[src/rtl/vt100_term_ctrl.sv]
// Write-side controller for the 80x24 VT100 screen buffer: consumes a byte stream,
// tracks the cursor, writes glyphs, and performs full-screen and scroll line clears.
module vt100_term_ctrl #(
   parameter int          COLS     = 80,
   parameter int          ROWS     = 24,
   parameter int          ADDR_W   = 11,
   parameter logic [7:0]  CLR_CHAR = 8'h20
) (
   input  logic              i_clk,
   input  logic              i_rst_n,
   input  logic [7:0]        i_rx_data,
   input  logic              i_rx_valid,
   output logic              o_rx_ready,
   output logic [ADDR_W-1:0] o_wr_addr,
   output logic [7:0]        o_wr_data,
   output logic              o_wr,
   output logic [6:0]        o_cur_x,
   output logic [4:0]        o_cur_y,
   output logic [4:0]        o_top_row,
   output logic              o_busy
);

   typedef enum logic [1:0] {
      ST_CLR_ALL  = 2'd0,
      ST_IDLE     = 2'd1,
      ST_CLR_LINE = 2'd2
   } state_t;

   localparam logic [ADDR_W-1:0] LAST_CELL = ADDR_W'(COLS * ROWS - 1);
   localparam logic [ADDR_W-1:0] LAST_CCOL = ADDR_W'(COLS - 1);
   localparam logic [ADDR_W-1:0] COLS_A    = ADDR_W'(COLS);
   localparam logic [6:0]        LAST_COL  = 7'(COLS - 1);
   localparam logic [4:0]        LAST_ROW  = 5'(ROWS - 1);

   state_t              state_q, state_d;
   logic [ADDR_W-1:0]   cnt_q, cnt_d;
   logic [4:0]          clr_row_q, clr_row_d;
   logic [6:0]          cur_x_q, cur_x_d;
   logic [4:0]          cur_y_q, cur_y_d;
   logic [4:0]          top_q, top_d;
   logic                wr_q, wr_d;
   logic [ADDR_W-1:0]   addr_q, addr_d;
   logic [7:0]          data_q, data_d;

   logic [6:0]          code;
   logic                unused_bit7;
   logic [5:0]          row_sum;
   logic [4:0]          phys_row;
   logic                do_nl;

   assign code        = i_rx_data[6:0];
   assign unused_bit7 = i_rx_data[7];

   // Logical cursor row mapped onto the circular physical row order.
   assign row_sum  = {1'b0, top_q} + {1'b0, cur_y_q};
   assign phys_row = (row_sum >= 6'(ROWS)) ? 5'(row_sum - 6'(ROWS)) : row_sum[4:0];

   assign o_rx_ready = (state_q == ST_IDLE);
   assign o_busy     = ~o_rx_ready;
   assign o_wr       = wr_q;
   assign o_wr_addr  = addr_q;
   assign o_wr_data  = data_q;
   assign o_cur_x    = cur_x_q;
   assign o_cur_y    = cur_y_q;
   assign o_top_row  = top_q;

   always_comb begin
      state_d   = state_q;
      cnt_d     = cnt_q;
      clr_row_d = clr_row_q;
      cur_x_d   = cur_x_q;
      cur_y_d   = cur_y_q;
      top_d     = top_q;
      wr_d      = 1'b0;
      addr_d    = addr_q;
      data_d    = data_q;
      do_nl     = 1'b0;

      case (state_q)
         ST_CLR_ALL: begin
            wr_d   = 1'b1;
            addr_d = cnt_q;
            data_d = CLR_CHAR;
            cnt_d  = cnt_q + 1'b1;
            if (cnt_q == LAST_CELL) begin
               cnt_d   = '0;
               state_d = ST_IDLE;
            end
         end
         ST_CLR_LINE: begin
            wr_d   = 1'b1;
            addr_d = ADDR_W'(clr_row_q) * COLS_A + cnt_q;
            data_d = CLR_CHAR;
            cnt_d  = cnt_q + 1'b1;
            if (cnt_q == LAST_CCOL) begin
               cnt_d   = '0;
               state_d = ST_IDLE;
            end
         end
         default: begin
            if (i_rx_valid) begin
               if (code >= 7'h20 && code != 7'h7f) begin
                  wr_d   = 1'b1;
                  addr_d = ADDR_W'(phys_row) * COLS_A + ADDR_W'(cur_x_q);
                  data_d = {1'b0, code};
                  if (cur_x_q == LAST_COL) begin
                     cur_x_d = '0;
                     do_nl   = 1'b1;
                  end else begin
                     cur_x_d = cur_x_q + 7'd1;
                  end
               end else if (code == 7'h0d) begin
                  cur_x_d = '0;
               end else if (code == 7'h08) begin
                  cur_x_d = (cur_x_q == 7'd0) ? 7'd0 : cur_x_q - 7'd1;
               end else if (code == 7'h0a) begin
                  do_nl = 1'b1;
               end
            end
            // Scroll: advance the top row and wipe the row that just became the bottom.
            if (do_nl) begin
               if (cur_y_q != LAST_ROW) begin
                  cur_y_d = cur_y_q + 5'd1;
               end else begin
                  top_d     = (top_q == LAST_ROW) ? 5'd0 : top_q + 5'd1;
                  clr_row_d = top_q;
                  cnt_d     = '0;
                  state_d   = ST_CLR_LINE;
               end
            end
         end
      endcase
   end

   always_ff @(posedge i_clk or negedge i_rst_n) begin
      if (!i_rst_n) begin
         state_q   <= ST_CLR_ALL;
         cnt_q     <= '0;
         clr_row_q <= '0;
         cur_x_q   <= '0;
         cur_y_q   <= '0;
         top_q     <= '0;
         wr_q      <= 1'b0;
         addr_q    <= '0;
         data_q    <= '0;
      end else begin
         state_q   <= state_d;
         cnt_q     <= cnt_d;
         clr_row_q <= clr_row_d;
         cur_x_q   <= cur_x_d;
         cur_y_q   <= cur_y_d;
         top_q     <= top_d;
         wr_q      <= wr_d;
         addr_q    <= addr_d;
         data_q    <= data_d;
      end
   end

endmodule

[config.mk]
export PLATFORM = sky130hd
export DESIGN_NAME = vt100_term_ctrl
export DESIGN_NICKNAME = d
export VERILOG_FILES = /design/src/rtl/vt100_term_ctrl.sv
export SDC_FILE = /design/constraint.sdc
export NUM_CORES = 1
export LEC_CHECK = 0
export CORE_ASPECT_RATIO = 0.75
export CORE_UTILIZATION = 45
export DETAILED_ROUTE_END_ITERATION = 16
export PLACE_DENSITY = 0.67
export SETUP_SLACK_MARGIN = 0.15
export SLEW_MARGIN = 20
export SYNTH_ARGS = -nofsm -noshare
export SYNTH_HDL_FRONTEND = slang
export SYNTH_SLANG_ARGS = --single-unit
export TNS_END_PERCENT = 5
[constraint.sdc]
create_clock -name i_clk -period 9.28 [get_ports i_clk]
set_input_delay 2.784 -clock i_clk [delete_from_list [all_inputs] [get_ports i_clk]]
set_output_delay 2.784 -clock i_clk [all_outputs]
set_load 0.005 [all_outputs]
==> metrics.cfg <==
[finish]
n_fill_cell = 769
layout_common_cells = 54 x dfrtp_1, 49 x nand2_1, 46 x clkdlybuf4s50_1
nNetsFinal = 513
fin_cells = 574
areaGrowthSynthToFinish_pct = 17.6
final_common_cell = dfrtp_1
final_layout_size_suffix_gt1_share_pct = 5.58
antennaDiodeCount = 0
stdcell_area_um2 = 4600

[pwr]
pwr-share-clk_pct = 23.9
seq_power_share_pct = 39.8
p_int_mw = 0.532
p_switching_mw = 0.274
swShare_pct = 34.0
powerDensity_nw_per_um2 = 175
power_frac_comb_pct = 36.3
leakage_nw = 2.04
peakVddDrop_v = 0.0000962

[setup_path]
critPathArrivalTime_ns = 5.81
startpoint_type = primary input
r2r_cells = 18
crit_type = primary input to flip-flop
critPathMaxStageDelay_ns = 0.83
crit_chain = clkdlybuf4s50_1 > nand4_4 > o221ai_4 > o21ai_2 > a21oi_1 > o21ai_1 > o31ai_1
reg2reg_to = o_wr_addr[10]$_DFFE_PN0P_
crit_slowest_cell = o221ai_4
r2r_start = o_top_row[0]$_DFFE_PN0P_
endpoint_kind = flip-flop
cp_max_fo = 28
reg2reg_slack_ns = 4.98
cp.required_ns = 9.48

[synthesis]
yosys_warnings = 0
synth_edf_count = 0
syn_nets = 472
async_flop_share_pct = 100
ys_ff_latch = 54
synth_top_flop_cell = dfrtp_1
ys_types = 68
synth_cells = 424
seq_area_frac_synth_pct = 34.5
syn_area_um2 = 3910
synth.avg_cell_area_um2 = 9.23

[sta]
fin_skew_ns = 0.00950
fin_tns_setup_ns = 0
finalWorstSetupSlack_ns = 3.67
fmax_mhz = 178
setup_viol_count_final = 0
rsz0062_at_grt = no
relSlewSlack_pct = 32.9
timing.final.hold_violations = 0
fin_crit_ns = 5.61
tightestPinTransition_ns = 1.01
whs_ns = 0.515
post-route-period-util_pct = 60.5
maxSlewViolCount = 0

[placement]
dpl.cell_count = 565
hpwl_um = 6620
port_buffers = 47
pre_cts_ws_ns = 3.32
placed_area_um2 = 4450
gp_congestion = 0.875

[cts]
cts_tree = done
cts_resized = 0
cts_buffers = 5
clock-root-buffer = clkbuf_16
clkLatencyLatePin_ns = 0.30
cts_hold_buffers = 0
clkTransAtPathRegs_ns = 0.07
htreeDepth = 2
clock_sinks = 54
cts.path.max_buffers = 2
post_cts_buffers = 0

[detailed_routing]
ant_nets = 0
drt_iter0_markers = 192
routed_via_density = 5.74
drcViolationCount = 0
vias = 3293
dr.pass1.iters = 4
wl_per_cell_um = 15.8
wl_um = 9080

[grt]
groute.usage.overall_pct = 21.5
grt_pass1_wl_um = 14900
antenna_found_initial = 0
grt_max_degree = 55
overflow = 0
grt_pass1_vias = 2971

[floorplanning]
die_w_um = 110
io_pins = 50
core-area_um2 = 8450
die_h_um = 82.8
initial_core_util_pct = 46.3
dieArea_um2 = 9080
rows = 29

[flow_run]
max-cap-violations = 0

[hold_path]
min_delay_path_depth = 2
worstHoldStart = o_wr_data[5]$_DFFE_PN0P_
hold_path_end = o_wr_data[5]$_DFFE_PN0P_
hold_path.class = flip-flop to flip-flop

[outcome]
outcome = finished clean

power by group through the flow:
stage	logic, mW	clock network [mW]	registers, mW
2_1_floorplan	0.158	0	0.316
3_3_place_gp	0.285	0	0.324
3_5_place_dp	0.293	0	0.324
4_1_cts	0.294	0.197	0.320
5_1_grt	0.328	0.206	0.327
6_report	0.293	0.193	0.321
cell families after synthesis:
group                    count (synthesis)  share of synthesized area (%)
AND/OR/NAND/NOR                        155                           21.1
multiplexers                            14                           3.61
XOR/XNOR                                20                           4.48
buffers and inverters                   29                           3.33
flip-flops                              54                           34.5
other                                    1                         0.0958
adder cells (fa/ha/maj)                 37                           12.8
AO/OA/AOI/OAI                          114                           20.1
flip-flops by register name (all words and copies together), names as in the netlist:
| register | count |
|---|---|
| cnt_q | 11 |
| o_cur_y | 5 |
| state_q | 2 |
| o_wr_data | 7 |
| o_top_row | 5 |
| clr_row_q | 5 |
| o_wr | 1 |
| o_cur_x | 7 |
| o_wr_addr | 11 |
cells in the mapped netlist, drive strengths merged (3+ instances only):
library cell	number	area, um^2
and2	3	18.8
nand3	15	90.1
nand4b	3	26.3
a211oi	9	67.6
xor2	6	52.6
nand2	49	184
and3	5	32.5
xnor2	14	123
nor3	3	15.0
mux2i	13	130
fa	5	100
a31oi	3	18.8
nor4b	3	32.5
a21o	7	52.6
ha	32	400
nor3b	4	35.0
nor2	36	135
or3	5	31.3
o31ai	7	57.6
a21oi	23	115
a22o	3	26.3
dfrtp	54	1350
o21a	3	22.5
nand4	8	71.3
o21ai	35	179
clkbuf	8	30.0
nor4	3	18.8
nor2b	8	50.1
buf	8	51.3
inv	13	48.8
o221ai	3	43.8
layer usage:
layer / vias to the layer above / GRT usage, % / share of wire (%)
li1: 1636 / - / -
met1: 1597 / 32.0 / 52
met2: 49 / 32.1 / 44
met4: 0 / 5.20 / 1.2
met3: 11 / 3.53 / 3.1
met5: - / 0 / 0
how the worst max path moves through the flow:
stage | from | end | slack, ns | cells past startpoint
after detailed placement | i_rx_data[5] | cnt_q[5]$_DFFE_PN0P_ | 3.32 | 7
after global placement | i_rx_data[5] | cnt_q[3]$_DFFE_PN0P_ | 3.41 | 7
after floorplan | i_rx_data[6] | o_top_row[3]$_DFFE_PN0P_ | 5.10 | 7
after CTS | i_rx_data[5] | cnt_q[3]$_DFFE_PN0P_ | 3.65 | 7
after global routing | i_rx_data[5] | cnt_q[3]$_DFFE_PN0P_ | 3.40 | 7
final | i_rx_data[5] | cnt_q[3]$_DFFE_PN0P_ | 3.67 | 7
final cells by class:
type | instances | area (um^2) | share of cell area, %
multi-input cells | 341 | 2430 | 52.9
flip-flops and latches | 54 | 1350 | 29.4
repair buffers | 50 | 488 | 10.6
well taps | 108 | 135 | 2.94
clock buffers | 6 | 129 | 2.80
inverters | 13 | 48.8 | 1.06
clock inverters | 2 | 16.3 | 0.354
worst max-delay path, delay by kind of cell:
| kind | cells | cell delay (ns) |
|---|---|---|
| AOI/OAI and AO/OA | 5 | 2.13 |
| buffers and inverters | 1 | 0.72 |
| and+or+nand+nor | 1 | 0.17 |
metrics by stage:
step / power, mW / utilization (%)
after floorplan: 0.474 / -
after global routing: 0.862 / 54.4
after global placement: 0.609 / 52.6
final: 0.807 / 54.4
after CTS: 0.812 / 54.3
after detailed placement: 0.617 / 52.6
Note: power is estimated with default switching activity, not from simulation.
==> RTL edit 1: new RTL, same flow settings <==
Change the parameter `ROWS` from 24 to 18.
--- a/src/rtl/vt100_term_ctrl.sv
+++ b/src/rtl/vt100_term_ctrl.sv
@@ -2,7 +2,7 @@
 // tracks the cursor, writes glyphs, and performs full-screen and scroll line clears.
 module vt100_term_ctrl #(
    parameter int          COLS     = 80,
-   parameter int          ROWS     = 24,
+   parameter int          ROWS     = 18,
    parameter int          ADDR_W   = 11,
    parameter logic [7:0]  CLR_CHAR = 8'h20
 ) (
Behaviour: same outputs for any inputs over 10 cycles, from zero or initial values and one cycle with i_rst_n low; that may be too few to reach the edited logic, so the function may still have changed.
==> RTL edit 1 against the unedited design <==
- the flow now finishes with violations (DRC)
- area after synthesis increased by 3.1%
- largest power group is now combinational logic
- highest routed layer unchanged
- count of clock-buffer cells in the layout is 1 higher
- design area grew 2.8%
- critical path depth unchanged
- non-clock buffer count is 1 lower
- total power is 4.4% higher
- setup slack improved by 0.060 ns
- routed wire length rose by 7.1%
- sequential cell count is the same
==> RTL edit 1: results (changes against the unedited design) <==
outcome:
  status: "complete, but fails checks"
  violations: "DRC"
hold_path:
  worstHoldEndpoint: "o_cur_y[4]"
  min_path_cells: 1  # -1
  hp-start: "o_cur_y[4]"
synthesis:
  ys_top_cells_by_count: "54 x dfrtp_1, 40 x o21ai_0, 35 x ha_1"
  synth-compound-area-share_pct: 19.45  # -0.64 points
  synth_xor_area_share_pct: 4.125  # -0.35 points
  synthTopCellsByArea: "dfrtp_1 33%, ha_1 11%, o21ai_0 5.0%"
  synth_fa_ha_area_share_pct: 13.34  # +0.55 points
  ys_types: 73  # +7.4%
  syn_nets: 480  # +1.7%
timing:
  relSlewSlack_pct: 34.63  # +1.7 points
  clock_skew_ns: 0.005171  # -0.004325 ns
cells_and_area:
  drive_gt1_share_pct: 6.568  # +0.99 points
  fill_cells: 784  # +2.0%
setup_path:
  crit_arrival_ns: 5.76  # -0.05 ns
global_routing:
  grt_usage_pct: 21.58  # +0.11 points
  grt_pass1_wl_mm: 16.16  # +8.2%
  grt_pass1_vias: 3154  # +6.2%
power_and_ir_drop:
  ir_worst_vdd_mv: 0.08489  # -12%
  power.leakage_nw: 2.092  # +2.6%
  pwr-share-seq_pct: 37.8  # -2.0 points
route:
  drc: 6  # +6
place:
  dp_hpwl_mm: 7.135  # +7.7%
RTL edit 1: cell types whose count changed in the layout (fill, tap and decap cells not counted), moves of 3 or more:
cell	change
nand2_1	-19
o21ai_0	+12
nand4_1	+6
o21ai_1	-5
a21oi_1	+4
inv_1	+4
mux2_4	+4
nor2_1	-4
nor3_1	+4
xnor2_1	-4
ha_1	+3
xor2_1	+3
RTL edit 1: area by class of cell:
class,count,area share [%]
Multi-Input combinational cell,344,53.64
Inverter,17,1.350
Clock buffer,7,3.228
Clock inverter,1,0.1852
Sequential cell,54,28.58
Timing Repair Buffer,49,10.16
Tap cell,108,2.858
RTL edit 1: how the worst max path moves through the flow:
stage	slack, ns	from	endpoint
3_5_place_dp	3.43	i_rx_data[5]	cnt_q[10]
4_1_cts	3.73	i_rx_data[5]	cnt_q[10]
3_3_place_gp	3.48	i_rx_data[5]	cnt_q[8]
5_1_grt	3.49	i_rx_data[5]	cnt_q[10]
6_report	3.73	i_rx_data[5]	cnt_q[5]
2_1_floorplan	4.39	o_top_row[0]	o_wr_addr[10]
RTL edit 1: through the flow:
step / utilization [%] / instances
finish: 55.22 / 580
CTS: 55.22 / 580
global placement: 53.27 / 572
floorplan: - / 429
detailed placement: 53.33 / 572
global route: 55.22 / 580
RTL edit 1: cell families after synthesis:
group                      Yosys count
muxes                               20
buffers and inverters               31
DFF                                 54
and+or+nand+nor                    146
other                                1
xor gates and xnor gates            19
AOI/OAI and AO/OA                  118
adders and majority gates           40
RTL edit 1: layer usage:
metal,vias to the layer above,wire length [um],GRT usage (%)
li1,1676,-,-
met1,1644,4989,33.82
met2,73,4197,30.57
met3,12,407,3.268
met4,0,127,5.160
met5,-,0,0
==> RTL edit 2: new RTL, same settings <==
Without the edit above. Encoding of `state_t`: now one-hot (3 bits for 3 states).
--- a/src/rtl/vt100_term_ctrl.sv
+++ b/src/rtl/vt100_term_ctrl.sv
@@ -20,10 +20,10 @@
    output logic              o_busy
 );
 
-   typedef enum logic [1:0] {
-      ST_CLR_ALL  = 2'd0,
-      ST_IDLE     = 2'd1,
-      ST_CLR_LINE = 2'd2
+   typedef enum logic [2:0] {
+      ST_CLR_ALL  = 3'b001,
+      ST_IDLE     = 3'b010,
+      ST_CLR_LINE = 3'b100
    } state_t;
 
    localparam logic [ADDR_W-1:0] LAST_CELL = ADDR_W'(COLS * ROWS - 1);
Behaviour: no difference found for any inputs over 10 cycles, from zero or initial values and one cycle with i_rst_n low; not proved beyond that.
==> RTL edit 2 against the unedited design <==
- design area increased by 0.87%
- sequential cell count increased by 1
- setup slack improved by 0.70 ns
- routed wire length increased by 6.3%
- combinational power increased by 5%
- synthesized cell count increased by 2.4%
- critical path depth unchanged
- total power increased by 7.0%
- area after synthesis increased by 0.48%
- critical endpoint is now state_q[1]
- largest cell class unchanged
- highest routed layer unchanged
==> RTL edit 2: results (changes against the unedited design) <==
route:
  wirelength_mm: 9.654  # +6.3%
  drtIter0Drc: 133  # -31%
  wl_met1_mm: 4.787  # +1.9%
  firstDrtPassIters: 5  # +1
  dr_wl_met3_um: 512  # +82%
  wl_met2_mm: 4.259  # +6.7%
timing:
  clock_skew_ns: 0.007429  # -0.002067 ns
setup_path:
  critical-path-max-stage-delay_ns: 0.57  # -0.26 ns
  critical_path.slowest_cell: "a31oi_2"
  path_max_fanout: 12  # -57%
  crit_arrival_ns: 5.10  # -0.71 ns
synthesis:
  ys_seq_area_share_pct: 35.04  # +0.50 points
  syn_nets: 482  # +2.1%
  ys_types: 64  # -5.9%
  synthTopCellsByArea: "dfrtp_1 34%, ha_1 10%, nand2_1 4.4%"
global_routing:
  grt_pass1_vias: 3328  # +12%
  grt_max_degree: 56  # +1.8%
  use_met1_pct: 33.53  # +1.5 points
  use_met2_pct: 34.09  # +2.0 points
  grt_usage_pct: 22.71  # +1.2 points
place:
  place_congestion: 0.8955  # +2.4%
  place_ws_ns: 3.782  # +0.4591 ns
power_and_ir_drop:
  power.leakage_nw: 2.082  # +2.1%
  ir_worst_vdd_mv: 0.09210  # -4.3%
  p_int_uw: 580.1  # +8.9%
cells_and_area:
  fin_nets: 520  # +1.4%
  fill_cells: 794  # +3.3%
  drive_gt1_share_pct: 5.285  # -0.29 points
outcome:
  status: "finished clean"
RTL edit 2: kinds of logic after synthesis:
kind of cell             Yosys count  share of synthesized area [%]
XOR/XNOR                          25                          5.920
buffers and inverters             34                          3.756
AND/OR/NAND/NOR                  158                          20.97
multiplexers                       9                          2.419
adder cells (fa/ha/maj)           37                          12.73
AO/OA/AOI/OAI                    115                          19.07
other                              1                        0.09539
flip-flops                        55                          35.04
RTL edit 2: power by group through the flow:
stage,clock network (mW),registers (mW),logic (mW)
after floorplan,0,0.322,0.176
after global placement,0,0.333,0.299
after detailed placement,0,0.335,0.306
after CTS,0.230,0.330,0.309
after global routing,0.235,0.338,0.340
final,0.225,0.331,0.307
RTL edit 2: worst paths after layout:
kind | from | to | slack (ns)
worst max-delay path | i_rx_data[3] | state_q[1] | 4.36
min in group asynchronous | i_rst_n | o_wr_addr[3] | 2.61
worst max register to register | o_top_row[0] | o_wr_addr[10] | 5.01
max in group asynchronous | i_rst_n | o_top_row[1] | 6.20
worst min register to register | o_wr_data[1] | o_wr_data[1] | 0.53
worst min-delay path | o_wr_data[1] | o_wr_data[1] | 0.53
RTL edit 2: stage by stage:
stage	instances	area [um^2]	total power, mW
final	581	4639	0.8626
after global routing	581	4639	0.9136
after detailed placement	573	4459	0.6402
after CTS	581	4633	0.8690
after global placement	573	4459	0.6329
after floorplan	434	3931	0.4981
RTL edit 2: cell type report:
| cell class | count | area, um^2 | area share (%) |
|---|---|---|---|
| inverters | 16 | 60.06 | 1.294 |
| clock inverters | 2 | 35.03 | 0.7551 |
| multi-input cells | 345 | 2412 | 52.00 |
| flip-flops and latches | 55 | 1378 | 29.69 |
| clock buffers | 6 | 138.9 | 2.994 |
| repair buffers | 49 | 480.5 | 10.36 |
| well taps | 108 | 135.1 | 2.913 |
